**src/rtl/oc_iic_master.sv**
```systemverilog
// Byte-level IIC master: sequences SCL/SDA open-drain tristate controls from a
// START/STOP/WRITE/READ command stream, with clock stretching and arbitration.
module oc_iic_master #(
    parameter int ClockHz    = 100_000_000,
    parameter int IicHz      = 100_000,
    parameter int SyncCycles = 2
) (
    input  logic       clock,
    input  logic       reset,
    input  logic       cmdValid,
    output logic       cmdReady,
    input  logic [1:0] cmdOp,
    input  logic [7:0] cmdData,
    input  logic       cmdNack,
    output logic       rspValid,
    output logic [7:0] rspData,
    output logic       rspNack,
    output logic       rspArbLost,
    output logic       busy,
    output logic       busOwned,
    input  logic       iicScl,
    output logic       iicSclTristate,
    input  logic       iicSda,
    output logic       iicSdaTristate
);
    localparam int QuarterCycles = ClockHz / (4 * IicHz);
    localparam int CntW = (QuarterCycles > 2) ? $clog2(QuarterCycles) : 1;
    localparam logic [CntW-1:0] CntLast = CntW'(QuarterCycles - 1);

    localparam logic [1:0] OpStart = 2'd0;
    localparam logic [1:0] OpStop  = 2'd1;
    localparam logic [1:0] OpWrite = 2'd2;
    localparam logic [1:0] OpRead  = 2'd3;

    if (QuarterCycles < 2) begin : gQuarterCheck
        $error("QuarterCycles must be >= 2");
    end
    if (SyncCycles < 2) begin : gSyncCheck
        $error("SyncCycles must be >= 2");
    end

    typedef enum logic [1:0] {Idle = 2'd0, Run = 2'd1, Resp = 2'd2} state_t;

    state_t state, nextState;
    logic [SyncCycles-1:0] sclSync, sdaSync;
    logic [CntW-1:0] cnt, nCnt;
    logic [1:0] quarter, nQuarter, opR, nOp;
    logic [3:0] bitIdx, nBitIdx;
    logic [7:0] txData, nTxData, rxData, nRx;
    logic rdNack, nRdNack, ackR, nAck, arbR, nArb;
    logic sclT, nSclT, sdaT, nSdaT, busOwnedR, nBusOwned;
    logic cmdReadyR, busyR, rspValidR, rspNackR, rspArbR;
    logic [7:0] rspDataR;
    logic sclS, sdaS, accept, stallS, qEndS, lastQ, sampleS, arbS;
    logic [1:0] qNext;

    // Bit value this master puts on SDA for a given bit slot (1 = released).
    function automatic logic txBitF(input logic [1:0] op, input logic [7:0] data,
                                   input logic nack, input logic [3:0] idx);
        logic b;
        b = 1'b1;
        case (op)
            OpWrite: if (idx < 4'd8) b = data[3'd7 - idx[2:0]]; else b = 1'b1;
            OpRead:  if (idx == 4'd8) b = nack; else b = 1'b1;
            default: b = 1'b1;
        endcase
        return b;
    endfunction

    assign sclS    = sclSync[SyncCycles-1];
    assign sdaS    = sdaSync[SyncCycles-1];
    assign accept  = (state == Idle) && cmdReadyR && cmdValid;
    assign stallS  = (state == Run) && (quarter == 2'd1) && !sclS;
    assign qEndS   = !stallS && (cnt == CntLast);
    assign lastQ   = (quarter == 2'd3) && (!opR[1] || (bitIdx == 4'd8));
    assign sampleS = (state == Run) && (quarter == 2'd2) && (cnt == '0);
    assign qNext   = quarter + 2'd1;
    // Lost arbitration: SDA found low where we released it intending a 1.
    assign arbS = (state == Run) && !sdaS &&
                  ((sampleS && ((opR == OpStart) ||
                                ((opR == OpWrite) && (bitIdx < 4'd8) &&
                                 txBitF(opR, txData, rdNack, bitIdx)))) ||
                   ((opR == OpStop) && (quarter == 2'd3) && (cnt == '0)));

    // Pad input synchronizers (bus idles high).
    always_ff @(posedge clock or negedge reset) begin
        if (!reset) begin
            sclSync <= {SyncCycles{1'b1}};
            sdaSync <= {SyncCycles{1'b1}};
        end else begin
            sclSync <= {sclSync[SyncCycles-2:0], iicScl};
            sdaSync <= {sdaSync[SyncCycles-2:0], iicSda};
        end
    end

    // State register together with the datapath and registered outputs.
    always_ff @(posedge clock or negedge reset) begin
        if (!reset) begin
            state <= Idle;       cnt <= '0;          quarter <= 2'd0;
            bitIdx <= 4'd0;      opR <= 2'd0;        txData <= 8'd0;
            rxData <= 8'd0;      rdNack <= 1'b0;     ackR <= 1'b0;
            arbR <= 1'b0;        sclT <= 1'b1;       sdaT <= 1'b1;
            busOwnedR <= 1'b0;   cmdReadyR <= 1'b0;  busyR <= 1'b0;
            rspValidR <= 1'b0;   rspDataR <= 8'd0;   rspNackR <= 1'b0;
            rspArbR <= 1'b0;
        end else begin
            state <= nextState;  cnt <= nCnt;        quarter <= nQuarter;
            bitIdx <= nBitIdx;   opR <= nOp;         txData <= nTxData;
            rxData <= nRx;       rdNack <= nRdNack;  ackR <= nAck;
            arbR <= nArb;        sclT <= nSclT;      sdaT <= nSdaT;
            busOwnedR <= nBusOwned;
            cmdReadyR <= (nextState == Idle);
            busyR     <= (nextState != Idle);
            rspValidR <= (nextState == Resp);
            if ((state == Run) && (nextState == Resp)) begin
                rspDataR <= (opR == OpRead) ? nRx : 8'd0;
                rspNackR <= (opR == OpWrite) ? nAck : 1'b0;
                rspArbR  <= nArb;
            end else begin
                rspDataR <= rspDataR;
                rspNackR <= rspNackR;
                rspArbR  <= rspArbR;
            end
        end
    end

    // Next-state logic.
    always_comb begin
        nextState = state;
        case (state)
            Idle:    if (accept) nextState = Run; else nextState = Idle;
            Run:     if (arbS || (qEndS && lastQ)) nextState = Resp; else nextState = Run;
            Resp:    nextState = Idle;
            default: nextState = Idle;
        endcase
    end

    // Quarter sequencing, line control and sampling.
    always_comb begin
        nCnt = cnt;          nQuarter = quarter;  nBitIdx = bitIdx;
        nOp = opR;           nTxData = txData;    nRdNack = rdNack;
        nRx = rxData;        nAck = ackR;         nArb = arbR;
        nSclT = sclT;        nSdaT = sdaT;        nBusOwned = busOwnedR;
        case (state)
            Idle: begin
                if (accept) begin
                    nOp = cmdOp;  nTxData = cmdData;  nRdNack = cmdNack;
                    nCnt = '0;    nQuarter = 2'd0;    nBitIdx = 4'd0;
                    nRx = 8'd0;   nAck = 1'b0;        nArb = 1'b0;
                    case (cmdOp)
                        OpStart: nSdaT = 1'b1;
                        OpStop:  begin nSdaT = 1'b0; nSclT = 1'b0; end
                        default: nSdaT = txBitF(cmdOp, cmdData, cmdNack, 4'd0);
                    endcase
                end else begin
                    nCnt = cnt;
                end
            end
            Run: begin
                if (arbS) begin
                    nSclT = 1'b1;  nSdaT = 1'b1;  nArb = 1'b1;  nBusOwned = 1'b0;
                end else begin
                    if (sampleS && (opR == OpWrite) && (bitIdx == 4'd8)) nAck = sdaS;
                    else if (sampleS && (opR == OpRead) && (bitIdx < 4'd8)) nRx = {rxData[6:0], sdaS};
                    else nAck = ackR;
                    if (stallS) begin
                        nCnt = cnt;
                    end else if (cnt != CntLast) begin
                        nCnt = cnt + CntW'(1);
                    end else begin
                        nCnt = '0;
                        if (lastQ) begin
                            if (opR == OpStart) nBusOwned = 1'b1;
                            else if (opR == OpStop) nBusOwned = 1'b0;
                            else nBusOwned = busOwnedR;
                        end else if (quarter == 2'd3) begin
                            nQuarter = 2'd0;
                            nBitIdx  = bitIdx + 4'd1;
                            nSdaT    = txBitF(opR, txData, rdNack, bitIdx + 4'd1);
                        end else begin
                            nQuarter = qNext;
                            case (qNext)
                                2'd1: nSclT = 1'b1;
                                2'd2: if (opR == OpStart) nSdaT = 1'b0;
                                      else if (opR == OpStop) nSdaT = 1'b1;
                                      else nSdaT = sdaT;
                                2'd3: if (opR != OpStop) nSclT = 1'b0; else nSclT = sclT;
                                default: nSclT = sclT;
                            endcase
                        end
                    end
                end
            end
            default: nCnt = cnt;
        endcase
    end

    assign cmdReady       = cmdReadyR;
    assign busy           = busyR;
    assign busOwned       = busOwnedR;
    assign rspValid       = rspValidR;
    assign rspData        = rspDataR;
    assign rspNack        = rspNackR;
    assign rspArbLost     = rspArbR;
    assign iicSclTristate = sclT;
    assign iicSdaTristate = sdaT;
endmodule

```
**config.mk**
```make
export PLATFORM = sky130hd
export DESIGN_NAME = oc_iic_master
export DESIGN_NICKNAME = d
export VERILOG_FILES = /design/src/rtl/oc_iic_master.sv
export SDC_FILE = /design/constraint.sdc
export NUM_CORES = 1
export LEC_CHECK = 0
export BUFFER_PORTS_ARGS = -buffer_cell sky130_fd_sc_hd__buf_2
export CAP_MARGIN = 30
export CORE_ASPECT_RATIO = 0.7
export CORE_MARGIN = 2
export CORE_UTILIZATION = 49
export DETAILED_ROUTE_END_ITERATION = 7
export PLACE_DENSITY = 0.65
export SYNTH_ARGS = -nofsm -noshare
export SYNTH_HDL_FRONTEND = slang
export SYNTH_SLANG_ARGS = --single-unit
export TNS_END_PERCENT = 1
```
**constraint.sdc**
```tcl
create_clock -name clock -period 3.8 [get_ports clock]
set_input_delay 0.19 -clock clock [delete_from_list [all_inputs] [get_ports clock]]
set_output_delay 0.19 -clock clock [all_outputs]
set_load 0.02 [all_outputs]
```
# After elaboration in Yosys (flattened, before gate mapping)
# Cells that the tools add are included.
# word_totals
out_inout_bits	16
elab_cells	184
ff_bits	57
inputBits	16
# classes
eq_ne	35
n_reduce_logical	45
magnitude_cmp	4
n_addsub	5
n_mux	74
# ops
operator	count
8-bit two-way mux	9
1-bit two-way mux	37
8-bit case mux with 2 select lines	2
4-bit two-way mux	6
1-bit logical AND	21
2-bit == test, second input constant	8
1-bit case mux with 2 select lines	8
2-bit two-way mux	7
7-bit AND reduction	2
2-bit != test, second input constant	6
3-bit != test, second input constant	4
2-bit by 1-bit == test with 1-bit output, second input constant	5
9-bit AND reduction	1
8-bit by 1-bit adder with 8-bit output, second input constant	1
4-bit == test, second input constant	2
8-bit == test, second input constant	1
2-bit logical NOT	4
8-bit logical NOT	1
3-bit by 4-bit < comparator with 1-bit output, second input constant	2
4-bit < comparator, second input constant	2
2-bit by 1-bit != test with 1-bit output, second input constant	4
4-bit by 2-bit != test with 1-bit output, second input constant	2
8-bit != test, second input constant	1
2-bit case mux with 2 select lines	2
other kinds (15)	25

# Depth between registers and ports, before layout
# logic_depth
depth_word	15
ltp_mapped	9
mapped_depth_nobuf	7

# Worst setup path before layout
# Ideal clock, no wire load.
# synth_timing
path_kind	reg2reg
start	register quarter[0]
end	register rspArbR, in the netlist rspArbLost
path_buffers	0
t_arrival_ns	2.231
slack_ns	1.445
stages_incl_launch_ff	8
required_ns	3.675
period_less_slack_ns	2.355
setup_time_ns	0.125
path_cell_list	dfrtp_1 -> inv_1 -> ha_1 -> or3b_2 -> a31oi_1 -> nand4_1 -> a31oi_4 -> mux2_2
# synth_via
elab_chain_len	11
word_cells_on_any_way	23
classes_between	eq/ne (4); mux (4); reduce/logical (15)
# synth_lines
element	line	text
start: declaration	47	logic [1:0] quarter, nQuarter, opR, nOp;
start signal: assignment	107	state <= nextState; cnt <= nCnt; quarter <= nQuarter;
2-bit == test or 2-bit by 1-bit == test with 1-bit output (tied branches)	76, 73	
1-bit logical AND, on equally long branches (2 in a row)	76, 73	
1-bit logical AND or 1-bit logical NOT (tied branches)	80, 74	
1-bit logical OR or 1-bit logical AND (tied branches)	82, 74	
1-bit logical AND, on equally long branches	79, 132	
1-bit logical OR	132	Run: if (arbS || (qEndS && lastQ)) nextState = Resp; else nextState = Run;
2-bit two-way mux	132	
2-bit case mux with 2 select lines	130	case (state)
2-bit == test	115	if ((state == Run) && (nextState == Resp)) begin
1-bit logical AND	115	
end signal: assignment	118	rspArbR <= nArb;
end signal: assignment	122	rspArbR <= rspArbR;
end: declaration	52	logic cmdReadyR, busyR, rspValidR, rspNackR, rspArbR;
# Several ways; a longest one is shown, not always the timed one.
# A chain may end at the register's enable or synchronous reset.

# Final worst setup path
# layout_timing
start	register bitIdx[0]
end	register rspDataR[5], in the netlist rspData[5]
# layout_via
elab_chain_len	15
word_cells_on_any_way	29
classes_between	add/sub (1); order compare (1); eq/ne (2); mux (12); reduce/logical (13)
# layout_lines
element	line	text
start: declaration	48	logic [3:0] bitIdx, nBitIdx;
start signal: assignment	108	bitIdx <= nBitIdx; opR <= nOp; txData <= nTxData;
3-bit subtractor	63	OpWrite: if (idx < 4'd8) b = data[3'd7 - idx[2:0]]; else b = 1'b1;
1-bit binary-select mux with 3-bit select	63	
1-bit two-way mux (not written as such)	63	
1-bit two-way mux	63	
1-bit case mux with 2 select lines	62	case (op)
1-bit logical AND	81	((opR == OpWrite) && (bitIdx < 4'd8) &&
1-bit logical OR	80	((sampleS && ((opR == OpStart) ||
1-bit logical AND	80	
1-bit logical OR	82	txBitF(opR, txData, rdNack, bitIdx)))) ||
1-bit logical AND	79	assign arbS = (state == Run) && !sdaS &&
1-bit logical OR	132	
2-bit two-way mux	132	
2-bit case mux with 2 select lines	130	
2-bit == test	115	
1-bit logical AND	115	
end signal: assignment	116	rspDataR <= (opR == OpRead) ? nRx : 8'd0;
end signal: assignment	120	rspDataR <= rspDataR;
end: declaration	53	logic [7:0] rspDataR;
# Several ways; a longest one is shown, not always the timed one. The select of a mux whose other input is x is not followed.

==> out/metrics.cfg <==
[status]
status=finished, violations left
violations=hold timing

[routing]
drt-total-wl_um=6730
dr_total_vias=2363
drt-initial-drc-count=216
dr.pass1.iters=5
wl_per_cell_um=16.3
vias_per_cell=5.72
drc=0
postRouteAntennaNets=0

[timing]
slew_viol_final=0
setup_tns_ns=0
min_period_over_period=0.719
finalClockSkew_ns=0.00832
setup_violations=0
max_freq_mhz=366
hold_ws_ns=-0.00696
hold_violations=9
fin_crit_ns=2.73
tightestPinTransition_ns=0.727
relSlewSlack=0.516
rsz0062_at_grt=no

[final_layout]
diodes=0
drive_gt1_frac=0.260
nets=354
area_growth_pct=14.6

[power_and_ir_drop]
total_power_uw=2010
p_leak_uw=0.00167
powerDensity_nw_per_um2=574
ir_drop_uv=288

[clock_tree]
clk_path_buf_depth=2
path_clk_slew_ns=0.07
cts_sinks=57
cts-root-buf=clkbuf_8
cts_tree=built
cts_hold_buf=2
cts_setup_buffers=0
cts-resized-gates=0
htreeDepth=3
insertion_delay_ns=0.33
cts_buffers=9

[global_routing]
grt_overflow=0
grt_pass1_vias=2246
antenna_found_initial=0
grt_usage=0.214
grt_pass1_wl_um=11400
grt_max_degree=58

[synth]
syn-cell-area_um2=3060
ys_warn_count=0
yosysUniqueCellTypes=58
syn_area_per_cell_um2=10.2
synth_seq_area_share=0.469
synth_seq_cells=57
synth_nets=324
synth-async-reset-ratio=1.00
synth_cells=300
ys.flop_type=dfrtp_1
synth_edf_count=0

[floorplan]
core_um2=6130
rows=24
start_util=0.499
die_height_um=70.1
io_pins=32
die_x_um=98.4
die_area_um2=6900

[setup_path]
crit_fanout=10
arrival_ns=2.95
cp_cell_sequence=nor4b_1, o21ai_1, or3b_1, a31oi_4, mux2_2
worstPathRequired_ns=4.02
crit_family=simple AND/OR/NAND/NOR gates
path_buf_inv=0
slowest_delay_ns=0.56
end_kind=register
start_kind=register
crit_slowest_cell=or3b_1
path_class=register to register

[placement]
port_buffers=31
dp_hpwl_um=4710
place_congestion=0.821

[job]
drv_cap=0

[worst_hold_path]
worstHoldPathType=primary input to async pin

[registers in the layout, indices dropped and copies added (netlist names), 2 cells and up]
register  count
cnt           8
quarter       2
rxData        8
opR           2
rspData       8
txData        8
bitIdx        4
sclSync       2
state         2
sdaSync       2
[worst reg2reg max path: stages, from the launching register on]
cell and delay, ns:
dfrtp_1 0.53, nor4b_1 0.52, o21ai_1 0.22, or3b_1 0.56, a31oi_4 0.39, mux2_2 0.40
[synthesized netlist by cell type (3+ instances only)]
library cell / n / area (um2)
nor2_1: 9 / 33.8
inv_1: 9 / 33.8
nand2b_1: 3 / 18.8
a21oi_1: 4 / 20.0
ha_1: 8 / 100
nand3_1: 15 / 75.1
o21ai_0: 11 / 55.1
mux4_2: 3 / 67.6
mux2_2: 19 / 214
nand4_1: 6 / 37.5
nor4_1: 4 / 25.0
dfrtp_1: 51 / 1280
mux2i_1: 4 / 40.0
nor2b_1: 12 / 75.1
o211ai_1: 3 / 22.5
and3_1: 12 / 75.1
dfstp_2: 6 / 158
clkbuf_1: 15 / 56.3
o31ai_1: 10 / 75.1
nand2_1: 42 / 158
nor3_1: 8 / 40.0
[kinds of logic (layout without fill, tap and decap cells)]
family / count (synthesis) / in the layout / synth area share
adder cells (fa/ha/maj): 8 / 8 / 0.0327
XOR/XNOR: 2 / 2 / 0.00573
AO/OA/AOI/OAI: 49 / 49 / 0.119
buffers and inverters: 28 / 63 / 0.0401
AND/OR/NAND/NOR: 130 / 130 / 0.228
flip-flops: 57 / 57 / 0.469
multiplexers: 26 / 26 / 0.105
[cell type report]
cell class,instances,area [um2]
clock buffers,10,128
clock inverters,6,82.6
fillers,548,2620
inverters,9,33.8
multi-input cells,215,1520
flip-flops and latches,57,1430
well taps,78,97.6
repair buffers,38,213
[path summary, 6_finish.rpt]
kind / start / to / slack [ns] / depth (start not counted)
max in group asynchronous: reset / busy$_DFF_PN0_ / 3.31 / 2
min reg2reg: sclSync[0]$_DFF_PN1_ / sclSync[1]$_DFF_PN1_ / 0.35 / 0
min in group clock: cmdData[0] / txData[0]$_DFFE_PN0P_ / 0.04 / 3
max: bitIdx[0]$_DFFE_PN0P_ / rspData[5]$_DFFE_PN0P_ / 1.07 / 5
max reg2reg: bitIdx[0]$_DFFE_PN0P_ / rspData[5]$_DFFE_PN0P_ / 1.07 / 5
min: reset / busOwned$_DFFE_PN0P_ / -0.007 / 2
[cell usage in the layout (no fill, tap or decap), types with 5 or more instances in the layout]
cell,instances
nor3_1,8
nor2b_1,12
ha_1,8
dfrtp_1,51
buf_2,31
nand2_1,42
nor2_1,9
mux2_2,19
nand3_1,15
and3_1,12
dfstp_2,6
inv_1,9
buf_4,5
o21ai_0,11
o31ai_1,10
nand4_1,6
clkbuf_8,9
[where the power goes]
group	internal, uW	leakage [uW]	switching, uW
logic	210	0.000806	350
clock network	365	0.000106	238
registers	711	0.000756	137
total	1290	0.00167	725
[metrics by stage]
step / setup slack [ns] / utilization / instances / instance area, um2 / hold slack (ns)
global placement: 1.13 / 0.535 / 395 / 3270 / 0.296
floorplan: 1.44 / - / 300 / 3060 / -0.106
global route: 0.896 / 0.572 / 413 / 3500 / 0.0189
finish: 1.07 / 0.572 / 413 / 3500 / -0.00696
CTS: 1.10 / 0.572 / 413 / 3500 / 0.00708
detailed placement: 1.12 / 0.535 / 395 / 3270 / 0.296
[layer usage]
layer | GRT usage | up-vias | share of wire
li1 | - | 1161 | -
met4 | 0.0548 | 0 | 0.0034
met3 | 0.0711 | 2 | 0.063
met2 | 0.295 | 69 | 0.44
met1 | 0.326 | 1131 | 0.50
met5 | 0 | - | 0
Note: power is estimated with default switching activity, not from simulation.
